===== src/rtl/instr_fetch_unit.sv =====
// Instruction fetch stage: holds the PC, reads one i_IM word per cycle into a
// 2-entry in-order FIFO and hands words to decode over valid/ready.
// Redirects flush the FIFO and reload the PC; fetch halts past the end of i_IM.
module instr_fetch_unit #(
  parameter int unsigned          ADDR_W     = 32,
  parameter int unsigned          IMEM_DEPTH = 32,
  parameter logic [ADDR_W-1:0]    RESET_PC   = '0
) (
  input  logic              CLK,
  input  logic              START,
  output logic [ADDR_W-1:0] imem_addr,
  input  logic [31:0]       imem_rdata,
  input  logic              redirect,
  input  logic [ADDR_W-1:0] redirect_pc,
  output logic              out_valid,
  input  logic              out_ready,
  output logic [31:0]       out_instr,
  output logic [ADDR_W-1:0] out_pc,
  output logic [ADDR_W-1:0] out_pc4,
  output logic              halted
);

  typedef enum logic {FETCH, HALT} state_t;

  // one extra bit so the limit and PC+4 compare without wrapping
  localparam logic [ADDR_W:0] LIMIT = (ADDR_W+1)'(IMEM_DEPTH) << 2;

  state_t            state_q, state_d;
  logic [ADDR_W-1:0] pc_q, pc_d;
  logic [1:0]        count_q, count_d;
  logic              rd_ptr_q, rd_ptr_d;
  logic              wr_ptr_q, wr_ptr_d;
  logic              push, pop;
  logic [ADDR_W:0]   pc_ext, pc4_ext;
  logic [31:0]       instr_mem [2];
  logic [ADDR_W-1:0] pc_mem    [2];

  assign pc_ext  = {1'b0, pc_q};
  assign pc4_ext = pc_ext + (ADDR_W+1)'(4);
  assign pop     = (count_q != 2'd0) && out_ready;

  // next-state logic: redirect beats push/pop, otherwise fetch while room
  always_comb begin
    state_d  = state_q;
    pc_d     = pc_q;
    count_d  = count_q;
    rd_ptr_d = rd_ptr_q;
    wr_ptr_d = wr_ptr_q;
    push     = 1'b0;
    if (redirect) begin
      count_d  = 2'd0;
      rd_ptr_d = 1'b0;
      wr_ptr_d = 1'b0;
      pc_d     = redirect_pc & ~ADDR_W'(3);
      state_d  = FETCH;
    end else begin
      if (state_q == FETCH) begin
        if (pc_ext >= LIMIT)
          state_d = HALT;
        else if ((count_q < 2'd2) || pop)
          push = 1'b1;
      end
      if (push) begin
        pc_d     = pc_q + ADDR_W'(4);
        wr_ptr_d = ~wr_ptr_q;
        if (pc4_ext >= LIMIT)
          state_d = HALT;
      end
      if (pop)
        rd_ptr_d = ~rd_ptr_q;
      case ({push, pop})
        2'b10:   count_d = count_q + 2'd1;
        2'b01:   count_d = count_q - 2'd1;
        default: count_d = count_q;
      endcase
    end
  end

  // control state register with synchronous active-low reset
  always_ff @(posedge CLK) begin
    if (!START) begin
      state_q  <= FETCH;
      pc_q     <= RESET_PC;
      count_q  <= 2'd0;
      rd_ptr_q <= 1'b0;
      wr_ptr_q <= 1'b0;
    end else begin
      state_q  <= state_d;
      pc_q     <= pc_d;
      count_q  <= count_d;
      rd_ptr_q <= rd_ptr_d;
      wr_ptr_q <= wr_ptr_d;
    end
  end

  // FIFO payload storage; entries are only visible while counted valid
  always_ff @(posedge CLK) begin
    if (START && push) begin
      instr_mem[wr_ptr_q] <= imem_rdata;
      pc_mem[wr_ptr_q]    <= pc_q;
    end
  end

  assign imem_addr = pc_q;
  assign out_valid = (count_q != 2'd0);
  assign out_instr = out_valid ? instr_mem[rd_ptr_q] : '0;
  assign out_pc    = out_valid ? pc_mem[rd_ptr_q] : '0;
  assign out_pc4   = out_valid ? (pc_mem[rd_ptr_q] + ADDR_W'(4)) : '0;
  assign halted    = (state_q == HALT);

endmodule


===== config.mk =====
export PLATFORM = sky130hd
export DESIGN_NAME = instr_fetch_unit
export DESIGN_NICKNAME = d
export VERILOG_FILES = /design/src/rtl/instr_fetch_unit.sv
export SDC_FILE = /design/constraint.sdc
export NUM_CORES = 1
export LEC_CHECK = 0
export ABC_AREA = 0
export BUFFER_PORTS_ARGS = -buffer_cell sky130_fd_sc_hd__buf_2
export CORE_MARGIN = 2
export CORE_UTILIZATION = 53
export DETAILED_ROUTE_END_ITERATION = 8
export PLACE_DENSITY = 0.81
export SYNTH_ARGS = -nofsm -noshare
export SYNTH_HDL_FRONTEND = slang
export SYNTH_SLANG_ARGS = --single-unit

===== constraint.sdc =====
create_clock -name CLK -period 10.8 [get_ports CLK]
set_clock_uncertainty 0.15 [all_clocks]
set_input_delay 3.24 -clock CLK [delete_from_list [all_inputs] [get_ports CLK]]
set_output_delay 3.24 -clock CLK [all_outputs]
set_load 0.01 [all_outputs]

==> results of run 1 <==
-- where the power goes --
part	internal (mW)	leakage, nW	switching (mW)
clock	0.355	0.294	0.219
combinational	0.0255	1.83	0.0276
sequential	0.670	1.40	0.0112
-- state kept, by name (all words and copies together), names as in the netlist, named ones only --
signal,cells
halted,1
pc_mem,60
wr_ptr_q,1
imem_addr,30
count_q,2
rd_ptr_q,1
instr_mem,64
-- layout make-up --
cell class	count	area (um2)	share of cell area (%)
Multi-Input combinational cell	383	2580	29.1
Sequential cell	160	4450	50.1
Tap cell	176	220	2.48
Clock buffer	27	557	6.28
Inverter	8	30.0	0.339
Timing Repair Buffer	196	998	11.3
Clock inverter	5	37.5	0.423
-- per-stage QoR --
stage,setup slack [ns],power (mW),area (um2)
after global routing,2.92,1.35,8870
after detailed placement,3.64,0.748,8280
after CTS,3.18,1.32,8870
after floorplan,1.84,0.720,7210
after global placement,3.79,0.744,8280
final,3.20,1.31,8870
-- metal layers --
metal	routed length, um	GRT usage (%)
met1	6820	28.6
met2	7370	33.5
met3	1270	5.71
met4	422	9.30
met5	0	0
-- layout by cell type (no fill, tap or decap), types with 3 or more instances in the layout --
cell type  instances
mux2_2             4
ha_1               4
nand4_1            9
nand4b_1           6
nand3_1           15
conb_1             6
nor4_1            11
mux2i_1           82
o31a_1             5
nand2_1           26
o21ai_1            5
a32o_1             3
nor2b_1           26
clkbuf_8           3
a31oi_1            3
nor3_1             8
dfxtp_1           35
clkbuf_1           4
o21ai_0            9
inv_1              8
buf_2            189
o31ai_1            3
buf_4              7
and2_1             7
a21oi_1           12
nor2_1            84
xor2_1             6
xnor2_1           14
clkbuf_16         20
and3_1             6
mux2_1             3
edfxtp_1         124
-- how the worst max path moves through the flow --
stage                         start         endpoint  depth (start not counted)  slack, ns
after global placement    flip-flop      out_pc4[29]                          7       3.79
after CTS                 flip-flop      out_pc4[29]                          7       3.18
after detailed placement  flip-flop      out_pc4[29]                          7       3.64
after floorplan            redirect  instr_mem[0][0]                          5       1.84
final                     flip-flop      out_pc4[29]                          7       3.20
after global routing      flip-flop      out_pc4[29]                          7       2.92
-- logic make-up after synthesis --
kind of cell,synth area share (%)
AND/OR/NAND/NOR,15.1
flip-flops,61.8
multiplexers,12.5
AO/OA/AOI/OAI,4.56
buffers and inverters,2.87
XOR/XNOR,2.44
adder cells (fa/ha/maj),0.696
other,0.0521
==> flow_summary.yaml, run 1 <==
detailed_routing:
  drc_errors: 0
  wire_per_inst_um: 16.6
  vias_per_cell: 5.46
  postRouteAntennaNets: 0
  first_iter_violations: 346
  wl_mm: 15.9
  num_vias: 5211
  firstDrtPassIters: 4
die:
  ioPinCount: 198
  core-area_um2: 13200
  die_area_um2: 14500
  start_util_pct: 54.3
  std_cell_rows: 42
  die_x_um: 121
  die_h_um: 121
sta:
  rsz0062_at_grt: "no"
  setup_viol: 0
  relSlewSlack_pct: 46.1
  hold_viol: 0
  setup_tns_ns: 0
  timing.final.crit_share_pct: 70.3
  min_period_ns: 7.60
  fmax_ghz: 0.132
  holdWs_ns: 0.375
  tightest_slew_ns: 0.808
  maxSlewViolCount: 0
logic_synthesis:
  synth_area_leaders: "edfxtp_1 52%, mux2i_1 11%, dfxtp_1 10%"
  async_flop_share_pct: 0
  synthDistinctLibCells: 53
  synth_area_leader_cell: "edfxtp_1"
  synth_edf_count: 124
  yosysMostFrequentCell: "edfxtp_1"
  syn_area_per_cell_um2: 12.4
  synth_flop_cell: "edfxtp_1"
  yosys-top-cells-count: "124 x edfxtp_1, 85 x nor2_1, 82 x mux2i_1"
  syn_inst: 580
  synth_seq_area_share_pct: 61.8
  netlist_area_um2: 7190
  ys_ff_latch: 160
  yosysWarnings: 0
  synth_top_area_share_pct: 51.8
clocking:
  htree_num_levels: 4
  cts_root_buf: "clkbuf_16"
  numCtsBuffers: 17
  clkLatencyLatePin_ns: 0.42
  clk_pin_slew_ns: 0.06
  cts_hold_buf: 0
  cts_buffer_depth: 2
  cts.sinks: 160
  cts_tree: "yes"
  cts_resized: 0
  post_cts_buffers: 0
final_layout:
  postLayoutCoreUtil_pct: 67.0
  drive_gt1_share_pct: 30.6
  n_antenna_cell: 0
  num-nets-final: 838
  syn_to_final_growth_pct: 23.3
  finalNonFillerCells: 955
  fillerInstances: 1002
setup_path:
  worstPathArrival_ns: 4.21
  cp_cell_sequence: "buf_4 > nand4_1 > a22oi_1 > nand3_1 > or4_1 > o21ai_1 > buf_2"
  crit_type: "reg2out"
  worstReg2RegStart: "count_q[1]"
  worstPathMaxFanout: 54
  r2r_end: "count_q[1]"
  rr_worst_depth: 7
  cp_num_buf_inv: 2
  slowest_delay_ns: 0.76
  cp_top_family: "simple AND/OR/NAND/NOR gates"
  rrSetupSlack_ns: 7.77
  end_kind: "output pin"
  slowest_stage: "dfxtp_4"
  setup.worst_path.start_class: "flip-flop"
  cp.required_ns: 7.41
worst_hold_path:
  hp-class: "reg2reg"
  hold_end: "pc_mem[1][29]"
  worstHoldStart: "imem_addr[29]"
  min_path_cells: 0
global_route:
  gr-usage-all-layers_pct: 21.5
  grt_start_max_net_pins: 81
  antenna_found_initial: 0
  first_global_vias: 4740
  grt_first_pass_wirelength_mm: 24.0
  grt_overflow_total: 0
placed_design:
  place_inst: 923
  gp_congestion: 0.875
  hpwlAfterDp_mm: 11.3
  numPortBuffers: 189
run_status:
  status: "completed"
power_and_ir_drop:
  powerDensity_nw_per_um2: 148
  p_leak_nw: 3.53
  ir_drop_mv: 0.109
job:
  drv_cap: 0
No activity file was read; power rests on OpenSTA's default activity.
==> run 2, diff against run 1 <==
- clock period: 10.8 -> 7.3 ns (I/O delays scaled with it)
==> run 2 against run 1 <==
Register-to-register slack lost 3.4 ns. Via count grew 0.33%. Final area shrank 0.34%. Sequential power grew 48%. Worst setup slack lost 2.0 ns. Largest power group unchanged.
==> flow_summary.yaml, run 2 (synthesized netlist as in run 1, its figures left out) <==
run_status:
  status: "completed"
power_and_ir_drop:
  ir_drop_mv: 0.159
  p_leak_nw: 3.52
  total_power_mw: 1.90
  powerDensity_nw_per_um2: 215
clocking:
  cts_resized: 0
  numCtsBuffers: 17
  cts_root_buf: "clkbuf_16"
  clkLatencyLatePin_ns: 0.42
  cts.sinks: 160
  cts_hold_buf: 0
  cts_tree: "yes"
  cts_buffer_depth: 2
  clk_pin_slew_ns: 0.06
  htree_num_levels: 4
  post_cts_buffers: 0
setup_path:
  setup.worst_path.start_class: "flip-flop"
  worstReg2RegStart: "count_q[0]"
  rrSetupSlack_ns: 4.34
  r2r_end: "count_q[1]"
  worstPathArrival_ns: 3.75
  end_kind: "output pin"
  rr_worst_depth: 7
  worstPathMaxFanout: 57
  crit_type: "reg2out"
  cp.required_ns: 4.96
worst_hold_path:
  hp-class: "reg2reg"
  min_path_cells: 0
  hold_end: "pc_mem[1][30]"
  worstHoldStart: "imem_addr[30]"
die:
  std_cell_rows: 42
  die_x_um: 121
  ioPinCount: 198
  core-area_um2: 13200
  start_util_pct: 54.3
  die_area_um2: 14500
  die_h_um: 121
final_layout:
  largest-register: "instr_mem"
  drive_gt1_share_pct: 30.6
  syn_to_final_growth_pct: 22.9
  postLayoutCoreUtil_pct: 66.8
  n_antenna_cell: 0
  most-common-layout-cells: "189 x buf_2, 124 x edfxtp_1, 84 x nor2_1"
  final_common_cell: "buf_2"
  finalNonFillerCells: 956
  num-nets-final: 839
  largest_register_ff_count: 64
sta:
  min_period_ns: 6.09
  maxSlewViolCount: 0
  setup_tns_ns: 0
  hold_viol: 0
  rsz0062_at_grt: "no"
  setup_viol: 0
  fmax_ghz: 0.164
  holdWs_ns: 0.371
  tightest_slew_ns: 0.795
  relSlewSlack_pct: 47.0
  timing.final.crit_share_pct: 83.4
placed_design:
  numPortBuffers: 189
  place_inst: 924
  hpwlAfterDp_mm: 11.4
  gp_congestion: 0.868
detailed_routing:
  num_vias: 5228
  vias_per_cell: 5.47
  drc_errors: 0
  firstDrtPassIters: 5
  wl_mm: 16.2
  wire_per_inst_um: 16.9
  postRouteAntennaNets: 0
  first_iter_violations: 468
global_route:
  grt_first_pass_wirelength_mm: 25.1
  first_global_vias: 4939
  antenna_found_initial: 0
  gr-usage-all-layers_pct: 22.5
  grt_overflow_total: 0
  grt_start_max_net_pins: 81
job:
  drv_cap: 0
[run 2: cell type report]
cell class / instances / area, um2
Sequential cell: 160 / 4450
Tap cell: 176 / 220
Clock inverter: 8 / 52.6
Timing Repair Buffer: 197 / 1010
Fill cell: 1002 / 4400
Clock buffer: 24 / 504
Inverter: 8 / 30.0
Multi-Input combinational cell: 383 / 2580
[run 2: worst max-delay path by stage]
stage | cells after the start | slack [ns] | end
floorplan | 5 | -0.61 | instr_mem[0][0]
global placement | 8 | 1.76 | out_pc4[29]
detailed placement | 8 | 1.66 | out_pc4[29]
CTS | 8 | 1.20 | out_pc4[29]
global route | 8 | 1.02 | out_pc4[29]
finish | 8 | 1.21 | out_pc4[29]
[run 2: metrics by stage]
stage | setup WS [ns] | instance area (um2)
final | 1.21 | 8840
after global routing | 1.02 | 8840
after CTS | 1.20 | 8840
after detailed placement | 1.66 | 8280
after global placement | 1.76 | 8280
after floorplan | -0.606 | 7210
[run 2: worst max-delay path: stages (launching register included)]
cell	delay [ns]
dfxtp_4	0.84
buf_4	0.62
nand4_1	0.20
a222oi_1	0.35
buf_4	0.23
nand2_2	0.20
or4_1	0.54
o21ai_1	0.16
buf_2	0.15
[run 2: metal layers]
metal  vias up  global-route usage (%)  wire (um)
met1      2456                    30.3       7100
met2       254                    34.4       7380
met4         0                    9.96        375
li1       2489                       -          -
met3        29                    6.13       1300
met5         -                       0          0
[run 2: where the power goes]
part           total [mW]  internal [mW]  switching [mW]
combinational      0.0788         0.0376          0.0411
sequential           1.01          0.992          0.0164
clock               0.812          0.484           0.328
total                1.90           1.51           0.385
==> run 3, diff against run 2 <==
- clock period: 7.3 -> 6.2 ns (I/O delays scaled with it)
==> run 3 against run 2 <==
Count of clock-buffer cells in the layout is 5 lower. Sequential cell count unchanged. Hold slack hardly changed. Worst setup slack got worse by 0.71 ns. Global-route usage down 0.53 points. Critical path type unchanged. Highest routed layer unchanged. Combinational power up 16%. Wire length fell by 1.1%. Via count increased by 0.23%. Critical path depth shrank 2. Final cell count shrank 0.21%.
==> flow_summary.yaml, run 3 (synthesized netlist as in run 1, its figures left out) <==
setup_path:
  worstReg2RegStart: "imem_addr[27]"
  crit_type: "reg2out"
  slowest_stage: "dfxtp_4"
  r2r_end: "instr_mem[1][1]"
  rrSetupSlack_ns: 3.13
  worstPathArrival_ns: 3.69
  cp.required_ns: 4.19
  setup.worst_path.start_class: "flip-flop"
  cp_cell_sequence: "nand4_1 > a22oi_1 > nand3_1 > or4_1 > o21ai_1 > buf_2"
  rr_worst_depth: 6
  worstPathMaxFanout: 68
  cp-endpoint: "out_pc4[29]"
  slowest_delay_ns: 0.89
  end_kind: "output pin"
placed_design:
  place_area_um2: 8270
  hpwlAfterDp_mm: 10.9
  gp_congestion: 0.897
  numPortBuffers: 189
  post-place-ws_ns: 0.957
final_layout:
  ff_latch_area_um2: 4450
  multiInputGateArea_um2: 2580
  largest-register: "instr_mem"
  design_area_um2: 8830
  fillerInstances: 982
  num-nets-final: 837
  syn_to_final_growth_pct: 22.7
  final_common_cell: "buf_2"
  most-common-layout-cells: "189 x buf_2, 124 x edfxtp_1, 84 x nor2_1"
  n_antenna_cell: 0
  largest_register_ff_count: 64
  drive_gt1_share_pct: 31.0
detailed_routing:
  wire_per_inst_um: 16.7
  first_iter_violations: 483
  postRouteAntennaNets: 0
  firstDrtPassIters: 6
  vias_per_cell: 5.49
  num_vias: 5240
  drc_errors: 0
  wl_mm: 16.0
clocking:
  clkLatencyLatePin_ns: 0.42
  cts_tree: "yes"
  cts_root_buf: "clkbuf_16"
  htree_num_levels: 4
  numCtsBuffers: 17
  cts_resized: 0
  post_cts_buffers: 0
  cts_hold_buf: 0
  cts.sinks: 160
  cts_buffer_depth: 2
  clk_pin_slew_ns: 0.07
run_status:
  status: "completed"
die:
  core-area_um2: 13200
  ioPinCount: 198
  die_x_um: 121
  std_cell_rows: 42
  die_area_um2: 14500
  start_util_pct: 54.3
  die_h_um: 121
power_and_ir_drop:
  p_leak_nw: 3.51
  powerDensity_nw_per_um2: 256
  ir_drop_mv: 0.160
sta:
  min_period_ns: 5.70
  setup_viol: 0
  rsz0062_at_grt: "no"
  timing.final.ws_setup_ns: 0.497
  timing.final.crit_share_pct: 92.0
  maxSlewViolCount: 0
  fmax_ghz: 0.175
  tightest_slew_ns: 0.881
  relSlewSlack_pct: 41.3
  setup_tns_ns: 0
  hold_viol: 0
global_route:
  grt_first_pass_wirelength_mm: 24.9
  first_global_vias: 4934
  gr-usage-all-layers_pct: 22.0
  grt_overflow_total: 0
  grt_start_max_net_pins: 81
  antenna_found_initial: 0
worst_hold_path:
  hp-class: "reg2reg"
job:
  drv_cap: 0
run 3: metrics by stage:
stage	hold slack [ns]	power (mW)	std cells	util, %
3_5_place_dp	0.351	1.30	922	62.4
5_1_grt	0.384	2.33	954	66.7
2_1_floorplan	0.322	1.25	585	-
4_1_cts	0.374	2.28	954	66.7
6_report	0.371	2.26	954	66.7
3_3_place_gp	0.345	1.30	922	62.4
run 3: layout make-up:
class,instances,share of cell area (%)
Timing Repair Buffer,195,11.2
Clock inverter,13,1.09
Tap cell,176,2.49
Clock buffer,19,5.26
Sequential cell,160,50.4
Multi-Input combinational cell,383,29.2
Inverter,8,0.340
run 3: per-layer routing:
| layer | up-vias | routed length, um | GRT usage [%] |
|---|---|---|---|
| li1 | 2486 | - | - |
| met1 | 2503 | 6970 | 29.5 |
| met2 | 230 | 7410 | 35.1 |
| met3 | 21 | 1280 | 5.71 |
| met4 | 0 | 310 | 7.12 |
| met5 | - | 0 | 0 |
run 3: where the power goes:
group / leakage [nW] / internal, mW / switching [mW]
registers: 1.40 / 1.17 / 0.0197
logic: 1.82 / 0.0442 / 0.0474
clock network: 0.286 / 0.554 / 0.424
total: 3.51 / 1.77 / 0.491
run 3: how the worst min path moves through the flow:
stage                        startpoint            end  slack (ns)  cells after the start
after floorplan              count_q[1]     count_q[1]        0.32                      2
after global placement    imem_addr[28]  pc_mem[0][28]        0.35                      0
after detailed placement       rd_ptr_q      flip-flop        0.35                      2
after CTS                 imem_addr[29]  pc_mem[1][29]        0.37                      0
after global routing      imem_addr[28]  pc_mem[1][28]        0.38                      0
final                     imem_addr[28]  pc_mem[1][28]        0.37                      0
run 3: critical path: cells and delay by family, from the launching register on:
kind / cells / cell delay, ns
simple gates: 3 / 1.50
buf+inv: 1 / 0.14
compound gates: 2 / 0.67
flops: 1 / 0.89
